## src/rtl/branch_predictor.sv

```systemverilog
// Branch predictor: direct-mapped branch target buffer with 2-bit saturating
// counters, combinational lookup, resolve-time misprediction detection and
// branch / misprediction statistics counters.
//
// Ports:
//   clk, rst                  clock, synchronous active-high reset
//   PC_curr, PC_next          fetch PC being looked up and its fall-through
//   predict_taken             lookup hit and counter predicts taken
//   predicted_PC              next fetch address chosen by the predictor
//   update, stall             a branch resolves this cycle / block state writes
//   br_PC, br_PC_next         resolving branch PC and its fall-through
//   actual_taken/_target      resolved outcome from branch control
//   pred_taken_ID/_target_ID  prediction that travelled with the branch
//   mispredicted, recovery_PC redirect request and correct next PC
//   br_count, mis_count       saturating statistics counters
module branch_predictor #(
  parameter int unsigned IDX_W = 3
) (
  input  logic        clk,
  input  logic        rst,
  input  logic [15:0] PC_curr,
  input  logic [15:0] PC_next,
  output logic        predict_taken,
  output logic [15:0] predicted_PC,
  input  logic        update,
  input  logic        stall,
  input  logic [15:0] br_PC,
  input  logic [15:0] br_PC_next,
  input  logic        actual_taken,
  input  logic [15:0] actual_target,
  input  logic        pred_taken_ID,
  input  logic [15:0] pred_target_ID,
  output logic        mispredicted,
  output logic [15:0] recovery_PC,
  output logic [15:0] br_count,
  output logic [15:0] mis_count
);

  localparam int unsigned Entries = 2 ** IDX_W;
  localparam int unsigned TagW    = 16 - IDX_W - 1;

  logic              valid_q [Entries];
  logic [TagW-1:0]   tag_q   [Entries];
  logic [15:0]       tgt_q   [Entries];
  logic [1:0]        ctr_q   [Entries];
  logic [15:0]       br_cnt_q;
  logic [15:0]       mis_cnt_q;

  logic [IDX_W-1:0]  rd_idx;
  logic [TagW-1:0]   rd_tag;
  logic              rd_hit;
  logic [IDX_W-1:0]  wr_idx;
  logic [TagW-1:0]   wr_tag;
  logic              wr_hit;
  logic              wr_en;

  // Bit 0 of both PCs is always zero for aligned instructions.
  logic unused_pc_lsb;
  assign unused_pc_lsb = PC_curr[0] ^ br_PC[0];

  // Lookup reads the registered table, so a same-cycle write is not visible.
  assign rd_idx        = PC_curr[IDX_W:1];
  assign rd_tag        = PC_curr[15:IDX_W+1];
  assign rd_hit        = valid_q[rd_idx] && (tag_q[rd_idx] == rd_tag);
  assign predict_taken = rd_hit && ctr_q[rd_idx][1];
  assign predicted_PC  = predict_taken ? tgt_q[rd_idx] : PC_next;

  assign wr_idx = br_PC[IDX_W:1];
  assign wr_tag = br_PC[15:IDX_W+1];
  assign wr_hit = valid_q[wr_idx] && (tag_q[wr_idx] == wr_tag);
  assign wr_en  = update && !stall;

  // A taken branch predicted taken still mispredicts if the target moved (BR).
  assign mispredicted = update && ((pred_taken_ID != actual_taken) ||
                        (actual_taken && pred_taken_ID && (pred_target_ID != actual_target)));
  assign recovery_PC  = actual_taken ? actual_target : br_PC_next;

  assign br_count  = br_cnt_q;
  assign mis_count = mis_cnt_q;

  always_ff @(posedge clk) begin
    if (rst) begin
      for (int i = 0; i < Entries; i++) begin
        valid_q[i] <= 1'b0;
        tag_q[i]   <= '0;
        tgt_q[i]   <= 16'h0000;
        ctr_q[i]   <= 2'b01;
      end
      br_cnt_q  <= 16'h0000;
      mis_cnt_q <= 16'h0000;
    end else if (wr_en) begin
      if (wr_hit) begin
        if (actual_taken) begin
          tgt_q[wr_idx] <= actual_target;
          if (ctr_q[wr_idx] != 2'b11) ctr_q[wr_idx] <= ctr_q[wr_idx] + 2'b01;
        end else if (ctr_q[wr_idx] != 2'b00) begin
          ctr_q[wr_idx] <= ctr_q[wr_idx] - 2'b01;
        end
      end else if (actual_taken) begin
        // Allocate over any previous occupant, starting weakly taken.
        valid_q[wr_idx] <= 1'b1;
        tag_q[wr_idx]   <= wr_tag;
        tgt_q[wr_idx]   <= actual_target;
        ctr_q[wr_idx]   <= 2'b10;
      end
      if (br_cnt_q != 16'hFFFF) br_cnt_q <= br_cnt_q + 16'h0001;
      if (mispredicted && (mis_cnt_q != 16'hFFFF)) mis_cnt_q <= mis_cnt_q + 16'h0001;
    end
  end

endmodule

```

## config.mk

```make
export PLATFORM = sky130hd
export DESIGN_NAME = branch_predictor
export DESIGN_NICKNAME = d
export VERILOG_FILES = /design/src/rtl/branch_predictor.sv
export SDC_FILE = /design/constraint.sdc
export NUM_CORES = 1
export LEC_CHECK = 0
export ABC_AREA = 0
export CAP_MARGIN = 40
export CORE_ASPECT_RATIO = 1.5
export CORE_MARGIN = 2
export CORE_UTILIZATION = 38
export CTS_CLUSTER_DIAMETER = 60
export DETAILED_ROUTE_END_ITERATION = 6
export PLACE_DENSITY_LB_ADDON = 0.12
export SYNTH_ARGS = -nofsm -noshare
export SYNTH_HDL_FRONTEND = slang
export SYNTH_SLANG_ARGS = --single-unit
```

## constraint.sdc

```tcl
create_clock -name clk -period 10 [get_ports clk]
set_input_delay 2 -clock clk [delete_from_list [all_inputs] [get_ports clk]]
set_output_delay 2 -clock clk [all_outputs]
set_load 0.01 [all_outputs]
```

# Yosys cells after proc, flatten, opt, wreduce, memory -nomap -nowiden
# Memory sizes are Yosys's and may differ from the RTL's.
# Cells that the tools add are included.
word_totals:
  ram_bits: 248
  reg_bits: 32
  mem_count: 4
  output_inout_bits: 66
  inputBits: 102
classes:
  n_reduce_logical: 17
  n_eq_ne: 7
  n_addsub: 4
  bitwise: 3
  mux: 40
memory_table:
  columns: ["memory", "depth", "word_bits", "read_ports", "rd_ports_with_merged_regs", "wr", "line_no", "text"]
  rows:
  - ["tgt_q", 8, 16, 1, 0, 8, "44", "logic [15:0] tgt_q [Entries];"]
  - ["tag_q", 8, 12, 2, 0, 8, "43", "logic [TagW-1:0] tag_q [Entries];"]
  - ["ctr_q", 8, 2, 2, 0, 8, "45", "logic [1:0] ctr_q [Entries];"]
  - ["valid_q", 8, 1, 2, 0, 8, "42", "logic valid_q [Entries];"]
op_table:
  columns: ["operator", "n"]
  rows:
  - ["$mux 16", 4]
  - ["$add 16x1->16 const B", 2]
  - ["$ne 16x16->1 const B", 2]
  - ["$mux 1", 28]
  - ["$eq 12x12->1", 2]
  - ["$ne 16x16->1", 1]
  - ["$reduce_or 16->1", 1]
  - ["$mux 12", 1]
  - ["$mux 3", 4]
  - ["$reduce_or 12->1", 1]
  - ["$logic_and 1x1->1", 8]
  - ["$mux 2", 3]
  - ["$reduce_and 2->1", 2]
  - ["$or 1x1->1", 3]
  - ["$add 2x1->2 const B", 1]
  - ["$ne 2x2->1 const B", 1]
  - ["$reduce_bool 2->1", 1]
  - ["$reduce_or 2->1", 1]
  - ["$sub 2x1->2 const B", 1]
  - ["$logic_not 1->1", 1]
  - ["$logic_or 1x1->1", 1]
  - ["$ne 1x1->1", 1]
  - ["$reduce_or 1->1", 1]

# Depth between registers and ports, before layout
# Gate-level depths: netlist of run 1.
# An unclocked memory read counts as a cell.
logic_depth:
  depth_word: 12
  mapped_depth: 12
  ltp_nobuf: 8

# Worst setup path after synthesis of run 1
# No wires, ideal clock.
synth_timing:
  path_type: "input to output"
  start: "in PC_curr[1]"
  end: "out predicted_PC[10]"
  required_time_ns: 8.000
  stages: 10
  t_arrival_ns: 4.302
  setup_slack_ns: 3.698
  n_path_buf: 4
  cell_sequence: "buf_6 -> buf_12 -> mux4_2 -> mux2i_1 -> xor2_1 -> nand4_1 -> or4_1 -> buf_6 -> buf_12 -> mux2_4"
synth_between:
  elab_chain_len: 5
synth_rtl:
  columns: ["item", "line_no", "text"]
  rows:
  - ["start, declared", "21", "input logic [15:0] PC_curr,"]
  - ["$mem_v2 8x12", null, null]
  - ["$eq 12x12->1", "64", "assign rd_hit = valid_q[rd_idx] && (tag_q[rd_idx] == rd_tag);"]
  - ["$logic_and 1x1->1", "64", null]
  - ["$logic_and 1x1->1", "65", "assign predict_taken = rd_hit && ctr_q[rd_idx][1];"]
  - ["$mux 16 (*)", "66", "assign predicted_PC = predict_taken ? tgt_q[rd_idx] : PC_next;"]
  - ["end, declared", "24", "output logic [15:0] predicted_PC,"]
# Mark *: on every way between the ends. The rest lies on a longest branch, timed or not.

# Worst setup path after layout of run 1
layout_timing:
  start: "in PC_curr[2]"
  end: "out predicted_PC[13]"
# Same word-level chain as after synthesis.

==> reports/results.txt, run 1 <==
worst skew pair latency: 0.57 ns
Root Buffer: clkbuf_16
largest net degree at the start of global routing: 60
mapped cell area: 14700 um2
GPL Wtd Cong: 0.811
Initial DRC Count: 439
syn nets: 1199
Routed Antenna Nets: 0
I/O pin count: 168
clk_skew: 0.0162 ns
initial core utilization: 38.3%
TritonCTS clock tree: yes
DR vias/cell: 5.37
Final Hold Viols: 0
Pre-Repair DR Iteration Count: 5
die height: 245 um
CP Capture Type: output port
Total GRT Usage: 20.7%
area grow syn2layout: 20.9%
core outline area: 38300 um2
Clock Path Buffers: 3
Critical-path top delay cell: or4_1
max-cap violation count: 0
Hold Path Origin: valid_q[4]
commonest register cell after synthesis: edfxtp_1
worst hold-check path type: reg -> reg
Hold Crit Depth: 1
CP arrival: 5.85 ns
WHS Endpoint: valid_q[4]
routed wire length per instance: 23.5 um
Syn Inst Count: 1094
Final min period: 7.85 ns
M1 wire length: 15.8 mm
Mapped Avg Cell Area: 13.4 um2
Max Slew Vio Count: 0
Final Util: 46.3%
cts hold-fix bufs: 0
Slew HR: 39.1%
initial antenna violation count: 0
layout cells sized above 1: 17.9%
Req. time, crit path: 8.00 ns
RR Startpoint: tag_q[6][7]
Routed met2 length: 22.1 mm
Die Wd: 164 um
top layer in use: met4
GR Overflow Total: 0
CP Max Fanout: 34
Setup Viol. Count Final: 0
clk slew on worst S/H paths: 0.06 ns
setup_tns: 0 ns
post-CTS resize count: 0
PwrDens: 154 nW/um2
port bufs: 165
met3 routed WL: 2.08 mm
#FFs+latches synth: 280
Max H-tree Level: 1
WP buf/inv: 4
Ys Warns: 0
sequential fraction of the synthesis area: 54.6%
CP Launch Type: input pin
maximum clock frequency: 127 MHz
Crit Path Class: in -> out
number of buffers added for setup after CTS: 0
global-route wire length before repair: 61.5 mm
Final #Nets: 1347
Hold Slack: 0.488 ns
Max VDD drop: 0.124 mV
dpl hpwl: 26.8 mm
# DRC: 0
leakage: 6.27 nW
Netlist cell types: 62
status: finished, final reports clean
Die ar.: 40200 um2
DR vias: 9459
RR Endpoint: ctr_q[7][0]
reg2reg path depth: 7
CP Cell Sequence: buf_2 > buf_4 > mux4_2 > mux2i_1 > xor2_1 > nand4_1 > or4_1 > buf_16 > mux2_4 > clkdlybuf4s50_1
DRT Wirelength: 41.3 mm
clk sinks: 280
# rows: 88
vias in the first global route: 9995
number of synthesized flops with an enable pin: 240
final antenna diode count: 0
period utilization: 78.5%
measured slew at the worst slew-check pin: 0.905 ns
Synth async-reset ratio: 0%
RSZ-0062 raised after global routing: no
CTS Buf Count: 29
delay-heaviest family, CP: buffers and inverters
Max stage delay on crit path: 0.73 ns
r2r setup slk: 6.54 ns
cells by family (layout without fill, tap and decap cells):
kind of cell    count (synthesis)  in the layout  share of synthesized area [%]
compound gates                 83             83                           4.08
xor+xnor                       67             67                           4.00
fa+ha+maj                       3              3                          0.256
buf+inv                        90            261                           3.08
flops                         280            280                           54.6
mux                           165            165                           18.3
simple gates                  406            406                           15.8
stage by stage:
stage          setup WS, ns  area, um2  instances  total power [W]
5_1_grt                1.90      17700       1760          0.00282
2_1_floorplan          3.70      14700       1094          0.00154
3_3_place_gp           1.98      16700       1700          0.00168
6_report               2.15      17700       1760          0.00273
3_5_place_dp           2.08      16800       1706          0.00168
4_1_cts                2.07      17700       1760          0.00276
cells in the mapped netlist, types with 4 or more instances:
library cell	number	share of area, %
a21o_1	9	0.46
buf_1	7	0.18
mux2i_1	40	2.7
mux2_2	43	3.3
dfxtp_1	40	5.5
inv_1	9	0.23
a21oi_1	5	0.17
and2_1	227	9.7
xor2_1	25	1.5
mux4_2	69	11
nand3_1	23	0.78
and3_1	8	0.34
xnor2_1	42	2.5
or2_2	14	0.60
nor2_1	51	1.3
o21ai_0	7	0.24
nand4_1	12	0.51
a31oi_1	14	0.60
clkbuf_1	44	1.1
o211ai_1	9	0.46
mux4_1	4	0.72
o31ai_1	6	0.31
o41ai_1	4	0.24
buf_2	17	0.58
buf_4	5	0.26
nand2_1	33	0.84
nor3_1	14	0.48
a21boi_0	8	0.41
mux2_4	9	0.92
nor4_1	7	0.30
edfxtp_1	240	49
cell type report:
type | instances | area (um2)
Tap cell | 495 | 619
Sequential cell | 280 | 8010
Clock buffer | 43 | 816
Inverter | 10 | 37.5
Clock inverter | 11 | 116
Fill cell | 3485 | 20600
Timing Repair Buffer | 197 | 1900
Multi-Input combinational cell | 724 | 6250
state kept, by name, summed over array words and instances, names as in the netlist:
signal	count
tag_q	96
mis_count	16
tgt_q	128
ctr_q	16
valid_q	8
br_count	16
routing by layer:
layer	GRT usage, %	vias up
li1	-	4357
met1	24.0	4717
met2	38.6	312
met3	2.45	73
met4	7.52	0
met5	0	-
where the power goes:
part           internal, W  switching, W  leakage [nW]  total [W]
Sequential         0.00132     0.0000213          2.61    0.00134
Clock             0.000618      0.000461         0.463    0.00108
Combinational     0.000152      0.000156          3.19   0.000308
placed cells by master (no fill, tap or decap), types with 12 or more instances in the layout:
master and n:
clkbuf_16 30, edfxtp_1 240, nand4_1 12, mux2_2 43, nand3_1 23, buf_4 28
nor2_1 49, nand2_1 33, clkdlybuf4s50_1 160, xor2_1 25, dfxtp_1 40, a31oi_1 14
nor3_1 12, and2_1 227, mux4_2 69, mux2i_1 40, or2_2 14, xnor2_1 42
worst max-delay path by stage:
stage          startpoint               end  slack, ns  cells after the start
3_5_place_dp   PC_curr[1]  predicted_PC[13]       2.08                     10
3_3_place_gp   PC_curr[1]  predicted_PC[13]       1.98                      9
6_report       PC_curr[2]  predicted_PC[13]       2.15                     10
5_1_grt        PC_curr[2]  predicted_PC[13]       1.90                     10
4_1_cts        PC_curr[1]  predicted_PC[13]       2.07                     10
2_1_floorplan  PC_curr[1]  predicted_PC[10]       3.70                     10
Power figures use the tool's default switching activity.
==> run 2: changes to the inputs <==
==> constraint.sdc (replaced) <==
create_clock -name clk -period 7.41 [get_ports clk]
set_input_delay 1.482 -clock clk [delete_from_list [all_inputs] [get_ports clk]]
set_output_delay 1.482 -clock clk [all_outputs]
set_load 0.01 [all_outputs]
==> run 2 against run 1 <==
  * Combinational power up 36%
  * Clock skew increased by 0.0044 ns
  * Design area shrank 0.13%
  * Global-route usage shrank 0.24 points
  * Register-to-register slack worse by 2.8 ns
  * Clock power increased by 30%
  * Critical endpoint is now predicted_PC[14]
  * Sequential power rose by 35%
  * Utilization down 0.059 points
==> reports/results.txt, run 2 (synthesis results as in run 1) <==
Largest Register: tgt_q (unchanged)
Die ar.: 40200 um2 (unchanged)
core outline area: 38300 um2 (unchanged)
Clock Path Buffers: 3 (unchanged)
DR vias: 9459 (unchanged)
commonest non-fill, non-tap cells in the layout: 240 x edfxtp_1, 227 x and2_1, 160 x clkdlybuf4s50_1 (unchanged)
period utilization: 88.7%
Most common cell on crit path: buf_4
I/O pin count: 168 (unchanged)
final antenna diode count: 0 (unchanged)
PwrDens: 205 nW/um2 (was 154 nW/um2)
Total GRT Usage: 20.5% (was 20.7%)
clk slew on worst S/H paths: 0.06 ns (about the same)
# DRC: 0 (unchanged)
setup_tns: 0 ns (unchanged)
Post-DP Area: 16800 um2 (about the same)
vias in the first global route: 9975 (was 9995)
dpl hpwl: 27.3 mm (was 26.8 mm)
# rows: 88 (unchanged)
status: finished, final reports clean (unchanged)
Req. time, crit path: 5.93 ns (was 8.00 ns)
CP Max Fanout: 33 (was 34)
initial antenna violation count: 0 (unchanged)
Root Buffer: clkbuf_16 (unchanged)
delay-heaviest family, CP: buffers and inverters (unchanged)
port bufs: 165 (unchanged)
CP arrival: 5.09 ns (was 5.85 ns)
Critical-path top delay cell: nor4_2 (was or4_1)
CP Launch Type: input pin (unchanged)
worst skew pair latency: 0.57 ns (about the same)
Routed Antenna Nets: 0 (unchanged)
Max Slew Vio Count: 0 (unchanged)
DR vias/cell: 5.36 (was 5.37)
Crit Path Class: in -> out (unchanged)
Multi-input gate area: 6240 um2 (was 6250 um2)
most common cell after layout, fill and taps aside: edfxtp_1 (unchanged)
DRT Wirelength: 41.1 mm (was 41.3 mm)
Final #Nets: 1352 (was 1347)
GPL Wtd Cong: 0.844 (was 0.811)
Final Util: 46.3% (about the same)
Largest register FFs: 128 (unchanged)
die height: 245 um (unchanged)
Setup Viol. Count Final: 0 (unchanged)
fillers: 3501 (was 3485)
Final min period: 6.58 ns
initial core utilization: 38.3% (unchanged)
Final Hold Viols: 0 (unchanged)
Max VDD drop: 0.209 mV (was 0.124 mV)
Initial DRC Count: 395 (was 439)
max-cap violation count: 0 (unchanged)
routed wire length per instance: 23.3 um (was 23.5 um)
layout cells sized above 1: 18.3% (was 17.9%)
CTS Buf Count: 28 (was 29)
largest registers: tgt_q (128), tag_q (96) (unchanged)
largest net degree at the start of global routing: 46 (was 60)
area grow syn2layout: 20.8% (was 20.9%)
Max stage delay on crit path: 0.59 ns (was 0.73 ns)
global-route wire length before repair: 60.8 mm (was 61.5 mm)
register area: 8010 um2 (unchanged)
leakage: 6.26 nW (was 6.27 nW)
GR Overflow Total: 0 (unchanged)
Pre-Repair DR Iteration Count: 4 (was 5)
Slew HR: 36.9% (was 39.1%)
RSZ-0062 raised after global routing: no (unchanged)
cts hold-fix bufs: 0 (unchanged)
Hold Slack: 0.479 ns (was 0.488 ns)
measured slew at the worst slew-check pin: 0.934 ns (was 0.905 ns)
post-CTS resize count: 0 (unchanged)
TritonCTS clock tree: yes (unchanged)
clk_skew: 0.0206 ns (was 0.0162 ns)
CP Cell Sequence: buf_4 > mux4_2 > mux2i_1 > xnor2_1 > nor4_2 > nand4_1 > or4_1 > buf_4 > mux2_4 > clkdlybuf4s50_1 (was buf_2 > buf_4 > mux4_2 > mux2i_1 > xor2_1 > nand4_1 > or4_1 > buf_16 > mux2_4 > clkdlybuf4s50_1)
clk sinks: 280 (unchanged)
Die Wd: 164 um (unchanged)
maximum clock frequency: 152 MHz
WP buf/inv: 3 (was 4)
Design Area, Final: 17700 um2 (about the same)
Max H-tree Level: 1 (unchanged)
CP Capture Type: output port (unchanged)
number of buffers added for setup after CTS: 0 (unchanged)
worst hold-check path type: reg -> reg (unchanged)
==> run 2: cell types whose count changed in the layout (fill, tap and decap cells not counted), sizes merged <==
cell,delta
clkinv,+9
clkinvlp,+3
inv,-3
buf,+6
clkbuf,-11
==> run 2: worst paths after layout <==
kind	start	endpoint	slack (ns)	cells after the start
hold / removal	valid_q[6]	valid_q[6]	0.48	1
setup reg to reg	tag_q[6][7]	ctr_q[4][1]	3.76	7
hold reg to reg	valid_q[6]	valid_q[6]	0.48	1
setup / recovery	PC_curr[1]	predicted_PC[14]	0.83	10
==> run 2: final cells by class <==
class                      count  share of cell area (%)
timing repair buffer         203                    10.9
clock inverter                20                   0.882
clock buffer                  32                    4.16
inverter                      10                   0.212
multi-input combinational    724                    35.2
sequential                   280                    45.2
tap                          495                    3.49
==> run 2: routing by layer <==
layer,GRT usage [%],vias up,routed length [um]
li1,-,4361,-
met1,23.6,4815,16000
met2,39.6,230,22600
met3,1.88,53,1510
met4,5.60,0,973
met5,0,-,0
==> run 2: report_power, final <==
part           switching [W]  internal, W
clock network       0.000615     0.000783
logic               0.000211     0.000208
registers          0.0000288      0.00178
==> run 2: worst register-to-register path, cell delays in order (launching register included) <==
cell	delay, ns
edfxtp_1	0.39
mux4_2	0.49
mux2i_1	0.17
xor2_1	0.31
o2111ai_1	0.21
and4bb_2	0.51
a31oi_2	0.28
o41ai_1	0.92
==> run 2: per-stage QoR <==
step	worst slack, ns	total power, W	std cells
after floorplan	2.14	0.00208	1094
after global placement	0.835	0.00226	1708
after detailed placement	0.819	0.00227	1712
after CTS	0.819	0.00366	1764
after global routing	0.720	0.00375	1764
final	0.834	0.00363	1764
==> run 3: changes to the inputs <==
--- a/config.mk
+++ b/config.mk
@@ -12,6 +12,7 @@
 export CORE_UTILIZATION = 38
 export CTS_CLUSTER_DIAMETER = 60
 export DETAILED_ROUTE_END_ITERATION = 6
+export GPL_TIMING_DRIVEN = 1
 export PLACE_DENSITY_LB_ADDON = 0.12
 export SYNTH_ARGS = -nofsm -noshare
 export SYNTH_HDL_FRONTEND = slang
==> results of run 3 <==
Final layout, timing and power as in run 2 (identical DEF).
